[config.mk]
export PLATFORM = sky130hd
export DESIGN_NAME = leaf_dispatch
export DESIGN_NICKNAME = d
export VERILOG_FILES = /design/src/rtl/leaf_dispatch_pkg.sv /design/src/rtl/leaf_dispatch_rr_pick.sv /design/src/rtl/leaf_dispatch.sv
export SDC_FILE = /design/constraint.sdc
export NUM_CORES = 1
export LEC_CHECK = 0
export ABC_AREA = 0
export CORE_ASPECT_RATIO = 0.9
export CORE_MARGIN = 5
export CORE_UTILIZATION = 60
export CTS_CLUSTER_DIAMETER = 60
export DETAILED_ROUTE_END_ITERATION = 10
export PLACE_DENSITY = 0.95
export SETUP_SLACK_MARGIN = 0.05
export SLEW_MARGIN = 15
export SYNTH_ARGS = -nofsm -noshare
export SYNTH_HDL_FRONTEND = slang
export SYNTH_SLANG_ARGS = --single-unit
[constraint.sdc]
create_clock -name clk -period 15.8 [get_ports clk]
set_input_delay 3.16 -clock clk [delete_from_list [all_inputs] [get_ports clk]]
set_output_delay 3.16 -clock clk [all_outputs]
set_load 0.005 [all_outputs]
[src/rtl/leaf_dispatch_pkg.sv]
// Shared constants and index/credit typedefs for leaf_dispatch levels.
// Sizes derive from the default level shape. Each level instance resizes its own signals from its parameters.
package leaf_dispatch_pkg;

    localparam int NUM_LEAVES_DEF = 10;
    localparam int CREDITS_DEF    = 2;
    localparam int STAT_W         = 16;

    function automatic int idx_width(input int n);
        return (n > 1) ? $clog2(n) : 1;
    endfunction

    typedef logic [idx_width(NUM_LEAVES_DEF)-1:0] leaf_idx_t;
    typedef logic [$clog2(CREDITS_DEF+1)-1:0]     credit_t;

endpackage

[src/rtl/leaf_dispatch_rr_pick.sv]
// Round-robin target picker: first leaf at or after i_rr_ptr (wrapping) whose credit is nonzero.
// Purely combinational so sibling levels can reuse it with their own credit bookkeeping.
module leaf_rr_pick
    import leaf_dispatch_pkg::*;
#(
    parameter int N     = NUM_LEAVES_DEF,
    parameter int IDX_W = idx_width(NUM_LEAVES_DEF)
) (
    input  logic [N-1:0]     i_nz,
    input  logic [IDX_W-1:0] i_rr_ptr,
    output logic [IDX_W-1:0] o_tgt,
    output logic             o_any
);

    logic [IDX_W:0] w_sum;

    always_comb begin
        o_tgt = i_rr_ptr;
        o_any = |i_nz;
        w_sum = '0;
        // Scan farthest offset first so the nearest eligible leaf is the last one to be written.
        for (int k = N - 1; k >= 0; k--) begin
            w_sum = {1'b0, i_rr_ptr} + (IDX_W+1)'(k);
            if (w_sum >= (IDX_W+1)'(N)) begin
                w_sum = w_sum - (IDX_W+1)'(N);
            end
            if (i_nz[w_sum[IDX_W-1:0]]) begin
                o_tgt = w_sum[IDX_W-1:0];
            end
        end
    end

endmodule

[src/rtl/leaf_dispatch.sv]
// Round-robin, credit-gated dispatcher feeding NUM_LEAVES children from one stream through a one-beat output register.
// Optional per-leaf beat counters (stat_beats) are built when LEAF_DISPATCH_STATS_EN is defined.
module leaf_dispatch
    import leaf_dispatch_pkg::*;
#(
    parameter int NUM_LEAVES = NUM_LEAVES_DEF,
    parameter int DATA_W     = 32,
    parameter int CREDITS    = CREDITS_DEF
) (
    input  logic                     clk,
    input  logic                     rst,
    input  logic                     in_valid,
    output logic                     in_ready,
    input  logic [DATA_W-1:0]        in_data,
    output logic [NUM_LEAVES-1:0]    out_valid,
    input  logic [NUM_LEAVES-1:0]    out_ready,
    output logic [DATA_W-1:0]        out_data,
    input  logic [NUM_LEAVES-1:0]    credit_return,
`ifdef LEAF_DISPATCH_STATS_EN
    output logic [NUM_LEAVES*STAT_W-1:0] stat_beats,
`endif
    output logic                     busy,
    output logic                     err_credit_ovf
);

    localparam int IDX_W = idx_width(NUM_LEAVES);
    localparam int CW    = $clog2(CREDITS + 1);
    localparam logic [CW-1:0]    CRED_MAX = CW'(CREDITS);
    localparam logic [IDX_W-1:0] LAST_IDX = IDX_W'(NUM_LEAVES - 1);

    logic                  r_held;
    logic [IDX_W-1:0]      r_held_tgt;
    logic [DATA_W-1:0]     r_data;
    logic [IDX_W-1:0]      r_rr_ptr;
    logic [CW-1:0]         r_credit [NUM_LEAVES];
    logic                  r_err;

    logic [NUM_LEAVES-1:0] w_nz;
    logic [NUM_LEAVES-1:0] w_dec;
    logic [NUM_LEAVES-1:0] w_ovf;
    logic [NUM_LEAVES-1:0] w_out_valid;
    logic [IDX_W-1:0]      w_tgt;
    logic                  w_any;
    logic                  w_out_fire;
    logic                  w_accept;

    always_comb begin
        w_nz        = '0;
        w_out_valid = '0;
        for (int i = 0; i < NUM_LEAVES; i++) begin
            w_nz[i]        = (r_credit[i] != '0);
            w_out_valid[i] = r_held && (r_held_tgt == IDX_W'(i));
        end
    end

    leaf_rr_pick #(
        .N     (NUM_LEAVES),
        .IDX_W (IDX_W)
    ) u_pick (
        .i_nz     (w_nz),
        .i_rr_ptr (r_rr_ptr),
        .o_tgt    (w_tgt),
        .o_any    (w_any)
    );

    // Handshake: a beat moves when valid && ready on the same rising edge. A valid beat
    // keeps its data and target until taken. in_ready depends only on registered credits
    // and the held leaf's out_ready, never on credit_return.
    assign w_out_fire = |(w_out_valid & out_ready);
    assign in_ready   = w_any && (!r_held || w_out_fire);
    assign w_accept   = in_valid && in_ready;

    always_comb begin
        w_dec = '0;
        w_ovf = '0;
        for (int i = 0; i < NUM_LEAVES; i++) begin
            w_dec[i] = w_accept && (w_tgt == IDX_W'(i));
            w_ovf[i] = credit_return[i] && !w_dec[i] && (r_credit[i] == CRED_MAX);
        end
    end

    always_ff @(posedge clk) begin
        if (rst) begin
            r_held     <= 1'b0;
            r_held_tgt <= '0;
            r_data     <= '0;
            r_rr_ptr   <= '0;
            r_err      <= 1'b0;
            for (int i = 0; i < NUM_LEAVES; i++) begin
                r_credit[i] <= CRED_MAX;
            end
        end else begin
            if (w_accept) begin
                r_held     <= 1'b1;
                r_held_tgt <= w_tgt;
                r_data     <= in_data;
                r_rr_ptr   <= (w_tgt == LAST_IDX) ? '0 : w_tgt + IDX_W'(1);
            end else if (w_out_fire) begin
                r_held <= 1'b0;
            end
            // Credit is reserved at accept; a same-cycle return cancels the decrement.
            for (int i = 0; i < NUM_LEAVES; i++) begin
                if (w_dec[i] && !credit_return[i]) begin
                    r_credit[i] <= r_credit[i] - CW'(1);
                end else if (credit_return[i] && !w_dec[i] && (r_credit[i] != CRED_MAX)) begin
                    r_credit[i] <= r_credit[i] + CW'(1);
                end
            end
            if (|w_ovf) begin
                r_err <= 1'b1;
            end
        end
    end

    assign out_valid      = w_out_valid;
    assign out_data       = r_data;
    assign busy           = r_held;
    assign err_credit_ovf = r_err;

`ifdef LEAF_DISPATCH_STATS_EN
    logic [STAT_W-1:0] r_stat [NUM_LEAVES];

    always_ff @(posedge clk) begin
        if (rst) begin
            for (int i = 0; i < NUM_LEAVES; i++) begin
                r_stat[i] <= '0;
            end
        end else begin
            for (int i = 0; i < NUM_LEAVES; i++) begin
                if (w_out_valid[i] && out_ready[i] && (r_stat[i] != {STAT_W{1'b1}})) begin
                    r_stat[i] <= r_stat[i] + STAT_W'(1);
                end
            end
        end
    end

    for (genvar g = 0; g < NUM_LEAVES; g++) begin : g_stat
        assign stat_beats[g*STAT_W +: STAT_W] = r_stat[g];
    end
`endif

endmodule

; Word-level counts from Yosys, hierarchy flattened
; Memory sizes are Yosys's and may differ from the RTL's.
; Index checks and enable logic that the tools add are counted.
[word_totals]
reg_bits = 42
mem_bits_rw = 20
inputBits = 55
output_inout_bits = 45
word_cells = 360
mem_count = 1
[op_classes]
n_addsub = 40
n_lt_le_gt_ge = 20
n_eq_ne = 38
mux = 135
n_bitwise = 21
n_reduce_logical = 100
[mem_list]
columns = name, depth, width, rd, rd_clocked_by_memory_dff, write_ports, line_no
row1 = r_credit, 10, 2, 10, 0, 10, leaf_dispatch.sv:35  ; logic [CW-1:0] r_credit [NUM_LEAVES];
[ops]
columns = cell, count
row1 = $mux W1, 84
row2 = $mux W4, 21
row3 = $logic_and A1 B1 Y1, 62
row4 = $lt A4 B5 Y1 const B, 10
row5 = $ge A5 B4 Y1 const B, 9
row6 = $bmux W1 S4, 10
row7 = $mux W2, 20
row8 = $sub A4 B4 Y4 const B, 10
row9 = $eq A4 B3 Y1 const B, 8
row10 = $reduce_or A10 Y1, 3
row11 = $reduce_bool A2 Y1, 11
row12 = $logic_not A1 Y1, 21
row13 = $add A2 B1 Y2 const B, 10
row14 = $add A4 B3 Y5 const B, 4
row15 = $eq A2 B2 Y1 const B, 10
row16 = $ne A2 B2 Y1 const B, 10
row17 = $or A1 B1 Y1, 20
row18 = $sub A2 B1 Y2 const B, 10
row19 = $eq A4 B2 Y1 const B, 4
row20 = $eq A4 B4 Y1 const B, 4
row21 = $add A4 B2 Y5 const B, 2
row22 = $add A4 B4 Y5 const B, 2
row23 = $and A10 B10 Y10, 1
row24 = $eq A4 B1 Y1 const B, 2
row25 = other kinds (5), 6

; Depth between registers and ports, before layout
; Gate-level depths: netlist of the first run.
[logic_depth]
depth_word = 25
ltp_mapped = 23
ltp_nobuf = 16

; By module
; From an unflattened synthesis of the first run, not the netlist that was laid out.
[hier_totals]
cells_unflattened = 818
hier_area_um2 = 6314.8
[modules_own_cells]
columns = mod, n_inst, cells_per_inst, area_each_um2, seq_area_each_um2
row1 = leaf_dispatch, 1, 412, 3293.2, 1441.4
row2 = leaf_rr_pick, 1, 406, 3021.6, 0.0

; Least setup slack after synthesis of the first run
; OpenSTA, ideal clock, no wires.
[synth_timing]
path_kind = input -> output
startpoint = input out_ready[8]
endpoint = output in_ready
arrival_ns = 3.909
required_ns = 12.640
path_slack_ns = 8.731
path_stages = 5
path_buffers = 0
cell_sequence = mux2i_1 -> nor2_1 -> a21oi_1 -> o311ai_0 -> o31a_1
[synth_via]
elab_chain_len = 4
[synth_lines]
columns = element, line_no
row1 = "start, declared", leaf_dispatch.sv:16  ; input logic [NUM_LEAVES-1:0] out_ready,
row2 = $and A10 B10 Y10, leaf_dispatch.sv:69  ; assign w_out_fire = |(w_out_valid & out_ready);
row3 = $reduce_or A10 Y1, leaf_dispatch.sv:69
row4 = $logic_or A1 B1 Y1, leaf_dispatch.sv:70  ; assign in_ready = w_any && (!r_held || w_out_fire);
row5 = $logic_and A1 B1 Y1, leaf_dispatch.sv:70
row6 = "end, declared", leaf_dispatch.sv:13  ; output logic in_ready,
; No other way between the ends.

; Final worst setup path of the first run
[layout_timing]
startpoint = input out_ready[0]
endpoint = output in_ready
; The elaborated chain is that of the path after synthesis.

==> summary.txt, run 1 <==
==============================================================================
Vias per cell                                                            6.851
Setup clock skew after layout                                      0.005280 ns
Outcome                                                           finished, final reports clean
Top_reg_cell synth                                                sky130_fd_sc_hd__dfxtp_1
Final number of max-transition violations                                    0
Number of ports placed on the die boundary                                 100
Via count of the first global-routing pass                               6,675
Clock latency on the worst-skew pair                                   0.34 ns
GRT Total Usage                                                         32.19%
Die area                                                            13,180 µm²
Final critical path time including I/O delays and setup               8.415 ns
Post-synthesis instance area                                          6588 µm²
WP data arrival                                                        5.25 ns
Count of different cell masters after synthesis                             98
Share of flip-flops with an asynchronous set or reset                       0%
Power Density                                                     213.9 nW/µm²
Setup repair after global routing missed its margin                         no
ANT cells                                                                    0
Classification of the worst-slack hold path                         reg -> reg
Largest net degree at the start of global routing                           73
Final setup viols                                                            0
Maximum frequency from static timing analysis                        118.8 MHz
Initial Util                                                            61.19%
Synthesized netlist net count                                              917
First-pass DRT Iterations                                                    5
Setup fix buffers added after clock tree synthesis                           0
Die width                                                             120.5 µm
Number of sinks handled by clock tree synthesis                             62
Die Height                                                            109.4 µm
Clock root buffer                                                 sky130_fd_sc_hd__clkbuf_16
Max_slew headroom                                                       44.52%
Portion of the post-synthesis area used by sequential elements          21.88%
MaxCap Viol Count                                                            0
Final global-route overflow total                                            0
Total power draw                                                      1.673 mW
Total number of placement rows                                              36
Last weighted congestion value of the routability-driven placer         0.9625
Number of enable-type register cells in the synthesized netlist             20
Commonest non-fill, non-tap cells in the layout                   sky130_fd_sc_hd__nand2_1 (105), sky130_fd_sc_hd__clkdlybuf4s50_1 (98), sky130_fd_sc_hd__a21oi_1 (72)
Routed via count                                                         7,139
Reported leakage power                                                2.889 nW
Filler Cells Inserted                                                      755
Final Hold Viols                                                             0
Post-route core utilization                                             72.68%
Placeable core region                                               10,770 µm²
Number of DRC violations after detailed-routing iteration 0              1,022
Transition time at the pin with the least slew margin                0.8322 ns
Ys Warns                                                                     0
Final worst path period share                                           53.26%
NumNets Final                                                              984
DRT antenna net count                                                        0
Antenna violations before repair                                             0
Clock buffers created by TritonCTS                                           9
Flops & latches, synth                                                      62
Worst supply voltage drop on vdd                                      133.5 µV
Final setup TNS                                                           0 ns
Sort of element at the end of the critical path                    output port
CTS tree                                                                 built
Crit-path max FO                                                             3
Layout cells sized above 1                                              9.681%
Residual DRC                                                                 0
Worst-case clock buffer depth                                                2
Input/output buffers                                                        99
Worst-path clk slew                                                    0.05 ns
CTS H-Tree Depth                                                             3
Most common cell after layout, fill and taps aside                sky130_fd_sc_hd__nand2_1
Total length of routed wires                                         21,520 µm
Avg Cell Area, Syn                                                   7.870 µm²
Wire length of the first global-routing pass                         33,900 µm
Average wire per standard cell                                        20.65 µm
Hold buffer count at cts                                                     0
Detailed placement HPWL                                              15,120 µm
Launching element type of the critical path                          input pin
Post-cts repair resize count                                                 0
Synth Instances                                                            837
Worst setup path category                                            in -> out
Data required time at the worst endpoint                              12.64 ns
Post-synthesis to final-layout area growth                              18.77%
==============================================================================
-- flip-flops by register name, summed over array words and instances, names as in the netlist --
| name | count |
|---|---|
| busy | 1 |
| err_credit_ovf | 1 |
| out_data | 32 |
| r_credit | 20 |
| r_held_tgt | 4 |
| r_rr_ptr | 4 |
-- area by class of cell --
cell class              count  area (µm²)  share of cell area, %
multi-input cells         696        4770                  60.96
flip-flops and latches     62        1441                  18.42
repair buffers            107        1046                  13.37
clock buffers              12       267.8                  3.422
well taps                 133       166.4                  2.127
inverters                  28       105.1                  1.343
clock inverters             4       27.53                 0.3518
-- cells by family (layout without fill, tap and decap cells) --
| kind of cell | Yosys count | count (layout) | synth area share (%) |
|---|---|---|---|
| simple gates | 353 | 353 | 28.38 |
| flops | 62 | 62 | 21.88 |
| buf+inv | 79 | 151 | 5.717 |
| xor+xnor | 27 | 27 | 3.704 |
| fa+ha+maj | 25 | 25 | 4.862 |
| compound gates | 252 | 252 | 28.00 |
| mux | 39 | 39 | 7.464 |
-- cell usage after synthesis (7+ instances only) --
master	n	area (µm²)
sky130_fd_sc_hd__mux4_2	7	157.7
sky130_fd_sc_hd__a21oi_1	72	360.4
sky130_fd_sc_hd__a211oi_1	16	120.1
sky130_fd_sc_hd__nor3b_1	10	75.07
sky130_fd_sc_hd__buf_6	7	78.83
sky130_fd_sc_hd__nor4_1	7	43.79
sky130_fd_sc_hd__nor2_1	64	240.2
sky130_fd_sc_hd__xnor2_1	19	166.4
sky130_fd_sc_hd__mux2_2	11	123.9
sky130_fd_sc_hd__nand3b_1	7	52.55
sky130_fd_sc_hd__buf_2	8	40.04
sky130_fd_sc_hd__a31oi_1	8	50.05
sky130_fd_sc_hd__nand3_1	17	85.08
sky130_fd_sc_hd__ha_1	24	300.3
sky130_fd_sc_hd__nor2b_1	15	93.84
sky130_fd_sc_hd__mux2i_1	21	210.2
sky130_fd_sc_hd__inv_1	26	97.59
sky130_fd_sc_hd__edfxtp_1	20	600.6
sky130_fd_sc_hd__and3_1	8	50.05
sky130_fd_sc_hd__a21o_1	14	105.1
sky130_fd_sc_hd__nand2_1	105	394.1
sky130_fd_sc_hd__clkbuf_1	29	108.9
sky130_fd_sc_hd__xor2_1	7	61.31
sky130_fd_sc_hd__o21ai_0	30	150.1
sky130_fd_sc_hd__nand2b_1	25	156.4
sky130_fd_sc_hd__or3_1	12	75.07
sky130_fd_sc_hd__or2_2	12	75.07
sky130_fd_sc_hd__dfxtp_1	42	840.8
sky130_fd_sc_hd__nor3_1	28	140.1
-- final timing paths --
kind                              from                            to  slack, ns  cells past startpoint
max                       out_ready[0]                      in_ready       7.39                      7
min          out_data[15]$_SDFFE_PP0P_     out_data[15]$_SDFFE_PP0P_       0.45                      2
max reg2reg   r_rr_ptr[1]$_SDFFE_PP0P_  r_credit[4][0]$_SDFFCE_PN0P_       9.67                     17
min reg2reg  out_data[15]$_SDFFE_PP0P_     out_data[15]$_SDFFE_PP0P_       0.45                      2
-- stage by stage --
stage	hold slack (ns)	cells	worst slack (ns)	cell area, µm²
2_1_floorplan	0.4527	837	8.731	6588
3_3_place_gp	0.4402	1026	7.436	7528
3_5_place_dp	0.4458	1026	7.408	7528
4_1_cts	0.4528	1042	7.397	7824
5_1_grt	0.4717	1042	7.320	7824
6_report	0.4525	1042	7.385	7824
-- worst max-delay path, cell delays in order --
cell,delay (ns)
sky130_fd_sc_hd__clkdlybuf4s50_1,0.47
sky130_fd_sc_hd__mux2i_1,0.06
sky130_fd_sc_hd__nor2_1,0.09
sky130_fd_sc_hd__a21oi_1,0.05
sky130_fd_sc_hd__o311ai_0,0.55
sky130_fd_sc_hd__o31a_1,0.33
sky130_fd_sc_hd__clkdlybuf4s50_1,0.54
-- layer usage --
layer / vias up / part of all wire [%] / global-route usage, %
li1: 3266 / - / -
met1: 3315 / 38 / 40.26
met2: 456 / 48 / 54.29
met3: 102 / 10 / 6.379
met4: 0 / 4.1 / 14.16
met5: - / 0 / 0
-- power breakdown --
part	internal, mW	switching (mW)
logic	0.469	0.775
registers	0.199	0.0372
clock network	0.120	0.0728
No activity file was read; power rests on OpenSTA's default activity.
==> run 2: changes to the inputs <==
CORE_UTILIZATION = 56   (was 60)
PLACE_DENSITY = 0.91   (was 0.95)
clock period = 8.2 ns   (was 15.8 ns; I/O delays follow)
==> summary.txt, run 2 (synthesis results as in run 1) <==
==============================================================================
Transition time at the pin with the least slew margin                0.7834 ns   was 0.8322 ns
Number of flip-flops under the largest register name                        32   unchanged
Final number of max-transition violations                                    0   unchanged
Max_slew headroom                                                       47.29%   was 44.52%
Final critical path time including I/O delays and setup               6.517 ns
Post-cts repair resize count                                                 0   unchanged
Wire length of the first global-routing pass                         33,420 µm   was 33,900 µm
Final setup TNS                                                           0 ns   unchanged
Placeable core region                                               11,480 µm²   was 10,770 µm²
Hold buffer count at cts                                                     0   unchanged
DRT antenna net count                                                        0   unchanged
Number of ports placed on the die boundary                                 100   unchanged
NumNets Final                                                              983   was 984
Worst setup path category                                           reg -> reg   was in -> out
Die Height                                                            112.9 µm   was 109.4 µm
Number of DRC violations after detailed-routing iteration 0                895   was 1,022
Die area                                                            14,040 µm²   was 13,180 µm²
Final worst path period share                                           79.47%
Last weighted congestion value of the routability-driven placer          1.040   was 0.9625
Reported leakage power                                                2.880 nW   was 2.889 nW
Power Density                                                     411.7 nW/µm²   was 213.9 nW/µm²
Final global-route overflow total                                            0   unchanged
Crit-path max FO                                                            28   was 3
Layout cells sized above 1                                              9.692%   was 9.681%
Setup repair after global routing missed its margin                         no   unchanged
Worst-path clk slew                                                    0.06 ns   was 0.05 ns
Antenna violations before repair                                             0   unchanged
Outcome                                                           finished, final reports clean   unchanged
Worst-case clock buffer depth                                                2   unchanged
CTS H-Tree Depth                                                             3   unchanged
Maximum frequency from static timing analysis                        153.5 MHz
Launching element type of the critical path                          flip-flop   was input pin
WP data arrival                                                        6.56 ns   was 5.25 ns
Data required time at the worst endpoint                               8.25 ns   was 12.64 ns
Post-route core utilization                                             68.32%   was 72.68%
Final setup viols                                                            0   unchanged
Most common cell after layout, fill and taps aside                sky130_fd_sc_hd__nand2_1   unchanged
First-pass DRT Iterations                                                    5   unchanged
Initial Util                                                            57.38%   was 61.19%
GRT Total Usage                                                         28.69%   was 32.19%
Largest net degree at the start of global routing                           73   unchanged
Average wire per standard cell                                        19.67 µm   was 20.65 µm
Classification of the worst-slack hold path                         reg -> reg   unchanged
Total length of routed wires                                         20,930 µm   was 21,520 µm
Input/output buffers                                                        99   unchanged
ANT cells                                                                    0   unchanged
Number of sinks handled by clock tree synthesis                             62   unchanged
Stage delay of the slowest cell on the critical path                   0.82 ns   was 0.55 ns
Clock root buffer                                                 sky130_fd_sc_hd__clkbuf_16   unchanged
Die width                                                             124.3 µm   was 120.5 µm
Vias per cell                                                            6.567   was 6.851
MaxCap Viol Count                                                            0   unchanged
Chain of cells forming the critical path                          inv_1 -> ha_1 -> buf_4 -> inv_1 -> ha_1 -> a21oi_2 -> a311oi_4 -> a2bb2oi_1 -> a2bb2oi_1 -> a2111oi_0 -> o311ai_0 -> a2111oi_1 -> or3_1 -> nor2_2 -> and3_4 -> mux2i_1 -> or2_1   was clkdlybuf4s50_1 -> mux2i_1 -> nor2_1 -> a21oi_1 -> o311ai_0 -> o31a_1 -> clkdlybuf4s50_1
Commonest non-fill, non-tap cells in the layout                   sky130_fd_sc_hd__nand2_1 (105), sky130_fd_sc_hd__clkdlybuf4s50_1 (98), sky130_fd_sc_hd__a21oi_1 (72)   unchanged
Routed via count                                                         6,987   was 7,139
Post-synthesis to final-layout area growth                              19.07%   was 18.77%
Setup fix buffers added after clock tree synthesis                           0   unchanged
Detailed placement HPWL                                              15,270 µm   was 15,120 µm
CTS tree                                                                 built   unchanged
Clock latency on the worst-skew pair                                   0.34 ns   about the same
Standard cell area after detailed placement                           7550 µm²   was 7528 µm²
Via count of the first global-routing pass                               6,515   was 6,675
Slowest-stage cell, CP                                            sky130_fd_sc_hd__dfxtp_1   was sky130_fd_sc_hd__o311ai_0
Final Hold Viols                                                             0   unchanged
Setup clock skew after layout                                       0.01325 ns   was 0.005280 ns
Residual DRC                                                                 0   unchanged
Total number of placement rows                                              37   was 36
Sort of element at the end of the critical path                      flip-flop   was output port
Worst supply voltage drop on vdd                                      241.0 µV   was 133.5 µV
Clock buffers created by TritonCTS                                           9   unchanged
Layout Cell Area excl Fill                                            7844 µm²   was 7824 µm²
==============================================================================
## run 2: cell count changes in the layout (fill, tap and decap cells not counted)
cell,before,now
sky130_fd_sc_hd__clkbuf_1,1,0
sky130_fd_sc_hd__buf_4,8,7
sky130_fd_sc_hd__clkinv_4,1,2
sky130_fd_sc_hd__clkinvlp_4,0,1
sky130_fd_sc_hd__clkbuf_8,1,0
## run 2: layer usage
metal	track usage (%)	wire length, µm	vias up
met2	46.76	9719	388
li1	-	-	3256
met3	4.578	1737	61
met5	0	0	-
met1	37.53	8706	3282
met4	13.29	762	0
## run 2: final timing paths
| path | start | endpoint | slack (ns) | cells after the start |
|---|---|---|---|---|
| setup / recovery | r_rr_ptr[1]$_SDFFE_PP0P_ | r_credit[5][1]$_SDFFCE_PN1P_ | 1.68 | 17 |
| hold / removal | out_data[15]$_SDFFE_PP0P_ | out_data[15]$_SDFFE_PP0P_ | 0.45 | 2 |
| setup reg to reg | r_rr_ptr[1]$_SDFFE_PP0P_ | r_credit[5][1]$_SDFFCE_PN1P_ | 1.68 | 17 |
| hold reg to reg | out_data[15]$_SDFFE_PP0P_ | out_data[15]$_SDFFE_PP0P_ | 0.45 | 2 |
## run 2: cell type report
cell class	instances	area [µm²]
Clock buffer	10	250.2
Clock inverter	6	43.79
Fill cell	935	3637
Inverter	28	105.1
Multi-Input combinational cell	696	4770
Sequential cell	62	1441
Tap cell	156	195.2
Timing Repair Buffer	106	1039
## run 2: report_power, final
group | switching, mW | total [mW] | internal (mW)
clock | 0.152 | 0.376 | 0.224
sequential | 0.0774 | 0.461 | 0.384
combinational | 1.49 | 2.39 | 0.902
total | 1.72 | 3.23 | 1.51
## run 2: worst max-delay path, delay by kind of cell, from the launching register on
kind	cells	cell delay [ns]
adders and majority gates	2	0.86
buffers and inverters	3	1.14
AOI/OAI and AO/OA	7	1.84
and+or+nand+nor	4	1.34
DFF	1	0.82
muxes	1	0.22
## run 2: through the flow
stage / setup slack, ns / power [mW] / instances / hold slack (ns)
after global routing: 1.282 / 3.432 / 1064 / 0.4715
after CTS: 1.873 / 3.161 / 1064 / 0.4538
after detailed placement: 1.905 / 2.751 / 1048 / 0.4453
after global placement: 2.006 / 2.731 / 1048 / 0.4411
final: 1.683 / 3.229 / 1064 / 0.4540
after floorplan: 3.087 / 2.285 / 837 / 0.4527
